<file path="config.mk">
export PLATFORM = sky130hd
export DESIGN_NAME = masked_sbox_collector_flat
export DESIGN_NICKNAME = d
export VERILOG_FILES = /design/src/rtl/masked_sbox_collector_pkg.sv /design/src/rtl/masked_sbox_collector_if.sv /design/src/rtl/masked_sbox_collector_valid_pipe.sv /design/src/rtl/masked_sbox_collector.sv /design/src/flat_wrapper.sv
export SDC_FILE = /design/constraint.sdc
export NUM_CORES = 1
export LEC_CHECK = 0
export ABC_AREA = 1
export CORE_ASPECT_RATIO = 0.75
export CORE_MARGIN = 4
export CORE_UTILIZATION = 53
export DETAILED_ROUTE_END_ITERATION = 10
export PLACE_DENSITY = 0.95
export SETUP_SLACK_MARGIN = 0.2
export SLEW_MARGIN = 15
export SYNTH_ARGS = -nofsm -noshare
export SYNTH_HDL_FRONTEND = slang
export SYNTH_SLANG_ARGS = --single-unit
</file>
<file path="constraint.sdc">
create_clock -name clk -period 2.6 [get_ports clk]
set_clock_uncertainty 0.2 [all_clocks]
set_input_delay 0.39 -clock clk [delete_from_list [all_inputs] [get_ports clk]]
set_output_delay 0.39 -clock clk [all_outputs]
set_load 0.1 [all_outputs]
</file>
<file path="src/rtl/masked_sbox_collector_pkg.sv">
// ---------------------------------------------------------------------------
// masked_aes_pkg
//   Shared constants and types for the two-share masked AES datapath.
//   - SHARE_W / NUM_BYTES : share width and bytes per AES state
//   - SBOX_LATENCY_*      : issue-to-output latency of the masked S-box for
//                           the pipelined and non-pipelined gadget builds
//   - coll_state_t        : collector FSM encoding
//   - count_width()       : width of a counter that must reach n inclusive
// ---------------------------------------------------------------------------
package masked_aes_pkg;

  localparam int SHARE_W   = 8;
  localparam int NUM_BYTES = 16;

  // step1 -> step2 ANF gadgets, each split into register stages
  localparam int SBOX_LATENCY_PIPELINED   = 4;
  // step1 -> step2 ANF gadgets, one register stage each
  localparam int SBOX_LATENCY_UNPIPELINED = 2;

  typedef enum logic [1:0] {
    IDLE    = 2'd0,
    COLLECT = 2'd1,
    DONE    = 2'd2
  } coll_state_t;

  function automatic int count_width(input int n);
    return $clog2(n + 1);
  endfunction

endpackage

</file>
<file path="src/rtl/masked_sbox_collector_if.sv">
// ---------------------------------------------------------------------------
// masked_sbox_collector_if
//   Bundles the issue handshake, the two S-box result shares and the
//   collected-state handshake of the masked S-box collector.
//   Signals:
//     in_valid  / in_ready   : byte issue into the non-stallable S-box pipe
//     sbox_out0 / sbox_out1  : S-box result shares (LATENCY after issue)
//     state0    / state1     : collected two-share SubBytes state
//     out_valid / out_ready  : state handoff to MixColumns/ShiftRows
//   Modports:
//     master : upstream issuer + S-box pipe + downstream consumer side
//     slave  : the collector
// ---------------------------------------------------------------------------
interface masked_sbox_collector_if
  import masked_aes_pkg::*;
#(
  parameter int NUM_BYTES = masked_aes_pkg::NUM_BYTES
) ();

  logic                           in_valid;
  logic                           in_ready;
  logic [SHARE_W-1:0]             sbox_out0;
  logic [SHARE_W-1:0]             sbox_out1;
  logic [SHARE_W*NUM_BYTES-1:0]   state0;
  logic [SHARE_W*NUM_BYTES-1:0]   state1;
  logic                           out_valid;
  logic                           out_ready;

  modport master (
    output in_valid,
    output sbox_out0,
    output sbox_out1,
    output out_ready,
    input  in_ready,
    input  state0,
    input  state1,
    input  out_valid
  );

  modport slave (
    input  in_valid,
    input  sbox_out0,
    input  sbox_out1,
    input  out_ready,
    output in_ready,
    output state0,
    output state1,
    output out_valid
  );

endinterface

</file>
<file path="src/rtl/masked_sbox_collector_valid_pipe.sv">
// ---------------------------------------------------------------------------
// sbox_valid_pipe
//   Valid-tag shift register running alongside a non-stallable S-box
//   pipeline. A tag entering on `in` appears on `out` LATENCY cycles later.
//   Reset clears every tag, so bytes in flight at reset are never claimed.
//   Ports:
//     clk   : clock, rising edge
//     rst_n : synchronous active-low reset
//     in    : accepted-issue flag
//     out   : result valid flag (LATENCY cycles later)
//   Parameter LATENCY: legal range 1..8.
// ---------------------------------------------------------------------------
module sbox_valid_pipe #(
  parameter int LATENCY = 4
) (
  input  logic clk,
  input  logic rst_n,
  input  logic in,
  output logic out
);

  logic [LATENCY-1:0] pipe_reg;

  generate
    if (LATENCY == 1) begin : g_single
      always_ff @(posedge clk) begin
        if (!rst_n) begin
          pipe_reg <= '0;
        end else begin
          pipe_reg <= in;
        end
      end
    end else begin : g_multi
      always_ff @(posedge clk) begin
        if (!rst_n) begin
          pipe_reg <= '0;
        end else begin
          pipe_reg <= {pipe_reg[LATENCY-2:0], in};
        end
      end
    end
  endgenerate

  assign out = pipe_reg[LATENCY-1];

endmodule

</file>
<file path="src/rtl/masked_sbox_collector.sv">
// ---------------------------------------------------------------------------
// masked_sbox_collector
//   Downstream stage of the two-share masked AES S-box. Tracks which slots
//   of the non-stallable S-box pipeline carry real bytes, captures each
//   two-share result into its byte position and hands the complete
//   16-byte two-share state to the next round stage. The two shares live in
//   separate registers throughout and are never combined.
//
//   Ports:
//     clk   : clock, rising edge
//     rst_n : synchronous active-low reset
//     bus   : masked_sbox_collector_if.slave (issue handshake, S-box
//             shares, collected state, output handshake)
//
//   Parameters:
//     LATENCY   : issue-to-sbox_out latency, 1..8
//     NUM_BYTES : bytes per collected state
//
//   Build option:
//     SHARE_REG_CLEAR_EN : when defined, the share registers are zeroed on
//       the handoff edge so every new byte overwrites zero instead of the
//       previous state's share (no cross-state transition leakage).
//       Consumers must not sample state0/state1 after the handoff.
// ---------------------------------------------------------------------------
module masked_sbox_collector
  import masked_aes_pkg::*;
#(
  parameter int LATENCY   = SBOX_LATENCY_PIPELINED,
  parameter int NUM_BYTES = masked_aes_pkg::NUM_BYTES
) (
  input  logic                     clk,
  input  logic                     rst_n,
  masked_sbox_collector_if.slave   bus
);

  localparam int CW = count_width(NUM_BYTES);

  localparam logic [1:0] ST_IDLE    = IDLE;
  localparam logic [1:0] ST_COLLECT = COLLECT;
  localparam logic [1:0] ST_DONE    = DONE;

  localparam logic [CW-1:0] CNT_FULL = CW'(NUM_BYTES);
  localparam logic [CW-1:0] CNT_LAST = CW'(NUM_BYTES - 1);

  logic [1:0]    state_reg, state_next;
  logic [CW-1:0] issue_cnt_reg, issue_cnt_next;
  logic [CW-1:0] cap_cnt_reg, cap_cnt_next;

  logic in_ready;
  logic issue_acc;
  logic cap_en;
  logic cap_write;
  logic handoff;

  // The S-box pipe never stalls, so acceptance depends only on local state.
  assign in_ready  = (state_reg != ST_DONE) && (issue_cnt_reg < CNT_FULL);
  assign issue_acc = bus.in_valid && in_ready;
  assign handoff   = (state_reg == ST_DONE) && bus.out_ready;
  // DONE freezes the state even if a stray tag were to arrive.
  assign cap_write = cap_en && (state_reg != ST_DONE);

  assign bus.in_ready  = in_ready;
  assign bus.out_valid = (state_reg == ST_DONE);

  sbox_valid_pipe #(
    .LATENCY (LATENCY)
  ) u_valid_pipe (
    .clk   (clk),
    .rst_n (rst_n),
    .in    (issue_acc),
    .out   (cap_en)
  );

  // -------------------------------------------------------------------------
  // FSM and counters
  // -------------------------------------------------------------------------
  always_comb begin
    state_next = state_reg;
    case (state_reg)
      ST_IDLE: begin
        if (issue_acc) begin
          state_next = ST_COLLECT;
        end
      end
      ST_COLLECT: begin
        // Last byte lands this edge: cap_cnt becomes NUM_BYTES.
        if (cap_write && (cap_cnt_reg == CNT_LAST)) begin
          state_next = ST_DONE;
        end
      end
      ST_DONE: begin
        if (bus.out_ready) begin
          state_next = ST_IDLE;
        end
      end
      default: begin
        state_next = ST_IDLE;
      end
    endcase
  end

  always_comb begin
    issue_cnt_next = issue_cnt_reg;
    cap_cnt_next   = cap_cnt_reg;
    if (handoff) begin
      issue_cnt_next = '0;
      cap_cnt_next   = '0;
    end else begin
      if (issue_acc) begin
        issue_cnt_next = issue_cnt_reg + CW'(1);
      end
      if (cap_write) begin
        cap_cnt_next = cap_cnt_reg + CW'(1);
      end
    end
  end

  always_ff @(posedge clk) begin
    if (!rst_n) begin
      state_reg     <= ST_IDLE;
      issue_cnt_reg <= '0;
      cap_cnt_reg   <= '0;
    end else begin
      state_reg     <= state_next;
      issue_cnt_reg <= issue_cnt_next;
      cap_cnt_reg   <= cap_cnt_next;
    end
  end

  // -------------------------------------------------------------------------
  // Share registers: one byte per share per position, written only when the
  // capture pointer addresses that position.
  // -------------------------------------------------------------------------
  genvar gi;
  generate
    for (gi = 0; gi < NUM_BYTES; gi++) begin : g_byte
      logic [SHARE_W-1:0] share0_reg;
      logic [SHARE_W-1:0] share1_reg;
      logic               sel;

      assign sel = cap_write && (cap_cnt_reg == CW'(gi));

      always_ff @(posedge clk) begin
        if (!rst_n) begin
          share0_reg <= '0;
          share1_reg <= '0;
`ifdef SHARE_REG_CLEAR_EN
        end else if (handoff) begin
          share0_reg <= '0;
          share1_reg <= '0;
`endif
        end else if (sel) begin
          share0_reg <= bus.sbox_out0;
          share1_reg <= bus.sbox_out1;
        end
      end

      assign bus.state0[SHARE_W*gi +: SHARE_W] = share0_reg;
      assign bus.state1[SHARE_W*gi +: SHARE_W] = share1_reg;
    end
  endgenerate

  // Issue count is capped at NUM_BYTES, so every tag lands before DONE.
  a_no_capture_in_done : assert property (
    @(posedge clk) disable iff (!rst_n) !(cap_en && (state_reg == ST_DONE))
  );

endmodule

</file>
<file path="src/flat_wrapper.sv">
// flat-port wrapper written by rule: the top's interface ports become plain ports
module masked_sbox_collector_flat import masked_aes_pkg::*;
#(
  parameter int LATENCY   = SBOX_LATENCY_PIPELINED,
  parameter int NUM_BYTES = masked_aes_pkg::NUM_BYTES
)
  (clk, rst_n, bus_in_valid, bus_sbox_out0, bus_sbox_out1, bus_out_ready, bus_in_ready, bus_state0, bus_state1, bus_out_valid);
  masked_sbox_collector_if #(.NUM_BYTES(NUM_BYTES)) bus_i ();
  input  logic clk;
  input  logic rst_n;
  input wire logic [$bits(bus_i.in_valid)-1:0] bus_in_valid;
  input wire logic [$bits(bus_i.sbox_out0)-1:0] bus_sbox_out0;
  input wire logic [$bits(bus_i.sbox_out1)-1:0] bus_sbox_out1;
  input wire logic [$bits(bus_i.out_ready)-1:0] bus_out_ready;
  output wire logic [$bits(bus_i.in_ready)-1:0] bus_in_ready;
  output wire logic [$bits(bus_i.state0)-1:0] bus_state0;
  output wire logic [$bits(bus_i.state1)-1:0] bus_state1;
  output wire logic [$bits(bus_i.out_valid)-1:0] bus_out_valid;
  assign bus_i.in_valid = bus_in_valid;
  assign bus_i.sbox_out0 = bus_sbox_out0;
  assign bus_i.sbox_out1 = bus_sbox_out1;
  assign bus_i.out_ready = bus_out_ready;
  assign bus_in_ready = bus_i.in_ready;
  assign bus_state0 = bus_i.state0;
  assign bus_state1 = bus_i.state1;
  assign bus_out_valid = bus_i.out_valid;
  masked_sbox_collector #(.LATENCY(LATENCY), .NUM_BYTES(NUM_BYTES)) u_core (.clk(clk), .rst_n(rst_n), .bus(bus_i));
endmodule
</file>
==> summary.txt <==
Status
  • Status: finished clean

Power
  • Pwr dens: approximately 580 nW/um^2
  • Leakage power: between 6 and 7 nW
  • Max VDD drop: 0.0003566 V

Logic synthesis
  • Synth unique cells: 25
  • Synthesized area: between 10000 and 15000 sq um
  • Mapped Nets: 1574
  • #FFs+latches synth: around 270
  • Sequential fraction of the synthesis area: 0.4952
  • Synth Instances: roughly 1500
  • Yosys warning count: 0
  • Mapped Avg Cell Area: between 7 and 8 sq um

Timing
  • Hold Violations, Final: 0
  • Setup TNS: 0 ps
  • Tcrit/Tclk final: 0.8496
  • Slew Limit Fails: 0
  • Fmax: 0.4527 GHz
  • Post-layout min period: 2209 ps
  • RSZ-0062 raised after global routing: no
  • Hold WS: 214.0 ps
  • Rel. slew slack: 0.5303
  • Setup violations, final: 0
  • Slew @ Worst Pin: about 700 ps

Global routing
  • First-pass GRT wire length: between 50000 and 60000 microns
  • Total gr overflow: 0
  • Initial antenna violation count: 0
  • Largest net degree at the start of global routing: between 100 and 150
  • Gr usage total: 0.2823
  • Vias in the first global route: ~10000

Critical path
  • CP required: 2850 ps
  • Crit path DAT: about 2500 ps
  • Critical Path Source Type: flop
  • Crit-path max FO: 17
  • CP endpoint kind: flop
  • Worst Path Class, Setup: flop to flop
  • Worst R2R Path Depth: 8

CTS
  • Maximum buffer depth of the clock tree: 3
  • CTS root buffer: clkbuf_16
  • CTS Sinks: 272
  • CTS tree: yes
  • Clk_lat worst skew: between 500 and 600 ps
  • Cts bufs inserted: 25
  • Clock-pin slew on the worst setup and hold paths: 70 ps
  • H-tree Lvls: 1

Floorplanning
  • Die area: 23140 sq um
  • Row count: 45
  • Core Region: around 20000 sq um
  • I/O pin total: 278
  • Die Span X: between 150 and 200 microns
  • DIE HEIGHT: roughly 130 microns
  • Starting Density: 0.5410

Layout
  • Ant diodes: 0
  • Final Cell Area: between 10000 and 15000 sq um
  • Layout cells sized above 1: 0.2036
  • Reg area: ~5400 sq um
  • # nets final: about 1800
  • Multi-input logic area: approximately 4800 sq um
  • Layout area overhead: 27.84%
  • Fillers: between 1500 and 2000
  • Final core utilization: 0.6916
  • Fin cells: roughly 2100

Route
  • DRT antenna net count: 0
  • Detailed Route Iter0 Violations: between 1000 and 1500
  • Routed vias/inst: around 5.3
  • Drt total wl: approximately 35000 microns
  • Vias: 11000
  • WL/cell: ~17 microns
  • DRC violations left: 0
  • TritonRoute pass-1 iters: 6

Placed design
  • Placed wire-length estimate: 22460 microns
  • Cell Area, Placed: between 10000 and 15000 sq um
  • Placer Congestion: 0.8670
  • Port Buffer Count: 277
  • Dpl cells: ~2000

Worst hold path
  • Hold Crit Class: flop to flop
  • Hold Path Stages: 2

Flow run
  • Number of max-cap violations: 0
==> worst paths after layout <==
check	endpoint	from	slack [ps]
worst max-delay path	u_core.g_byte[15].share0_reg[3]	u_core.cap_cnt_reg[0]	390
worst min-delay path	u_core.u_valid_pipe.pipe_reg[1]	u_core.u_valid_pipe.pipe_reg[0]	210
worst max register to register	u_core.g_byte[15].share0_reg[3]	u_core.cap_cnt_reg[0]	390
worst min register to register	u_core.u_valid_pipe.pipe_reg[1]	u_core.u_valid_pipe.pipe_reg[0]	210
==> metal layers <==
layer	vias up	routed length [microns]	GRT usage	part of all wire
met5	-	0	0	0
met4	0	1541	0.1182	0.045
met3	112	3907	0.07655	0.11
met2	606	15340	0.4399	0.44
met1	4945	13770	0.3728	0.40
li1	5339	-	-	-
==> critical path, cell delays in order (launching register included) <==
cell and delay [ps]:
dfxtp_1 420, ha_1 260, inv_1 70, nor2_1 110
ha_1 210, inv_1 60, nor2_2 510, o21ai_0 200
nor2_1 120
==> power breakdown <==
| part | internal (mW) | switching [mW] | total (mW) |
|---|---|---|---|
| sequential | 4.18 | 0.00868 | 4.19 |
| clock | 2.01 | 1.52 | 3.53 |
| combinational | 0.126 | 0.328 | 0.454 |
==> cell usage after synthesis <==
library cell / n / area share
ha_1: 6 / 0.0068
nor3_2: 1 / 0.00091
nand3_1: 196 / 0.089
nand4_1: 2 / 0.0011
nand2_1: 329 / 0.11
buf_1: 27 / 0.0092
inv_2: 4 / 0.0014
o21ai_0: 19 / 0.0086
buf_2: 68 / 0.031
nor2_1: 395 / 0.13
xor2_1: 1 / 0.00080
o21ai_1: 1 / 0.00045
nor3_4: 2 / 0.0030
clkbuf_1: 16 / 0.0055
clkinv_1: 1 / 0.00034
buf_4: 14 / 0.0096
buf_6: 1 / 0.0010
dfxtp_1: 272 / 0.50
nand2_2: 2 / 0.0011
clkbuf_2: 1 / 0.00045
nor2_2: 8 / 0.0046
inv_1: 37 / 0.013
nor2_4: 5 / 0.0051
nand2_4: 2 / 0.0020
a21oi_1: 138 / 0.063
==> kinds of logic after synthesis <==
group | synth area share
adders and majority gates | 0.006827
AOI/OAI and AO/OA | 0.07192
buffers and inverters | 0.07101
xor gates and xnor gates | 0.0007967
DFF | 0.4952
and+or+nand+nor | 0.3542
==> cells in the final DEF (no fill, tap or decap) <==
cell type        count
bufinv_16            1
a21oi_1            138
o21ai_1              1
nand3_1            196
clkinv_1             1
clkbuf_16           25
nor2_2              12
xor2_1               1
dlygate4sd3_1        1
nor2_1             391
ha_1                 6
inv_2                3
nand2_2              2
inv_8                1
dfxtp_1            272
clkbuf_8             6
nor2_4               5
nand4_1              2
clkinvlp_4           1
nor3_2               1
clkbuf_1             4
o21ai_0             19
buf_12               8
clkdlybuf4s50_1     18
buf_6                1
nand2_1            329
nor3_4               2
nand2_4              2
buf_4              292
inv_1               37
==> cell type report <==
class                      instances  area share
sequential                       272      0.3874
multi-input combinational       1107      0.3400
timing repair buffer             320      0.1817
clock buffer                      35     0.05145
tap                              282     0.02510
inverter                          42     0.01175
clock inverter                     2    0.002670
==> metrics by stage <==
stage	power, mW	worst slack [ps]
finish	8.170	391.0
global route	8.400	220.3
CTS	8.199	450.2
detailed placement	4.721	479.9
global placement	4.712	591.4
floorplan	4.554	330.5
==> repair_timing <==
action,4_1_cts,5_1_grt
hold endpoints to repair,23,0
hold buffers,1,0
gates resized for setup,0,0
buffers inserted,0,0
Note: power is estimated with default switching activity, not from simulation.
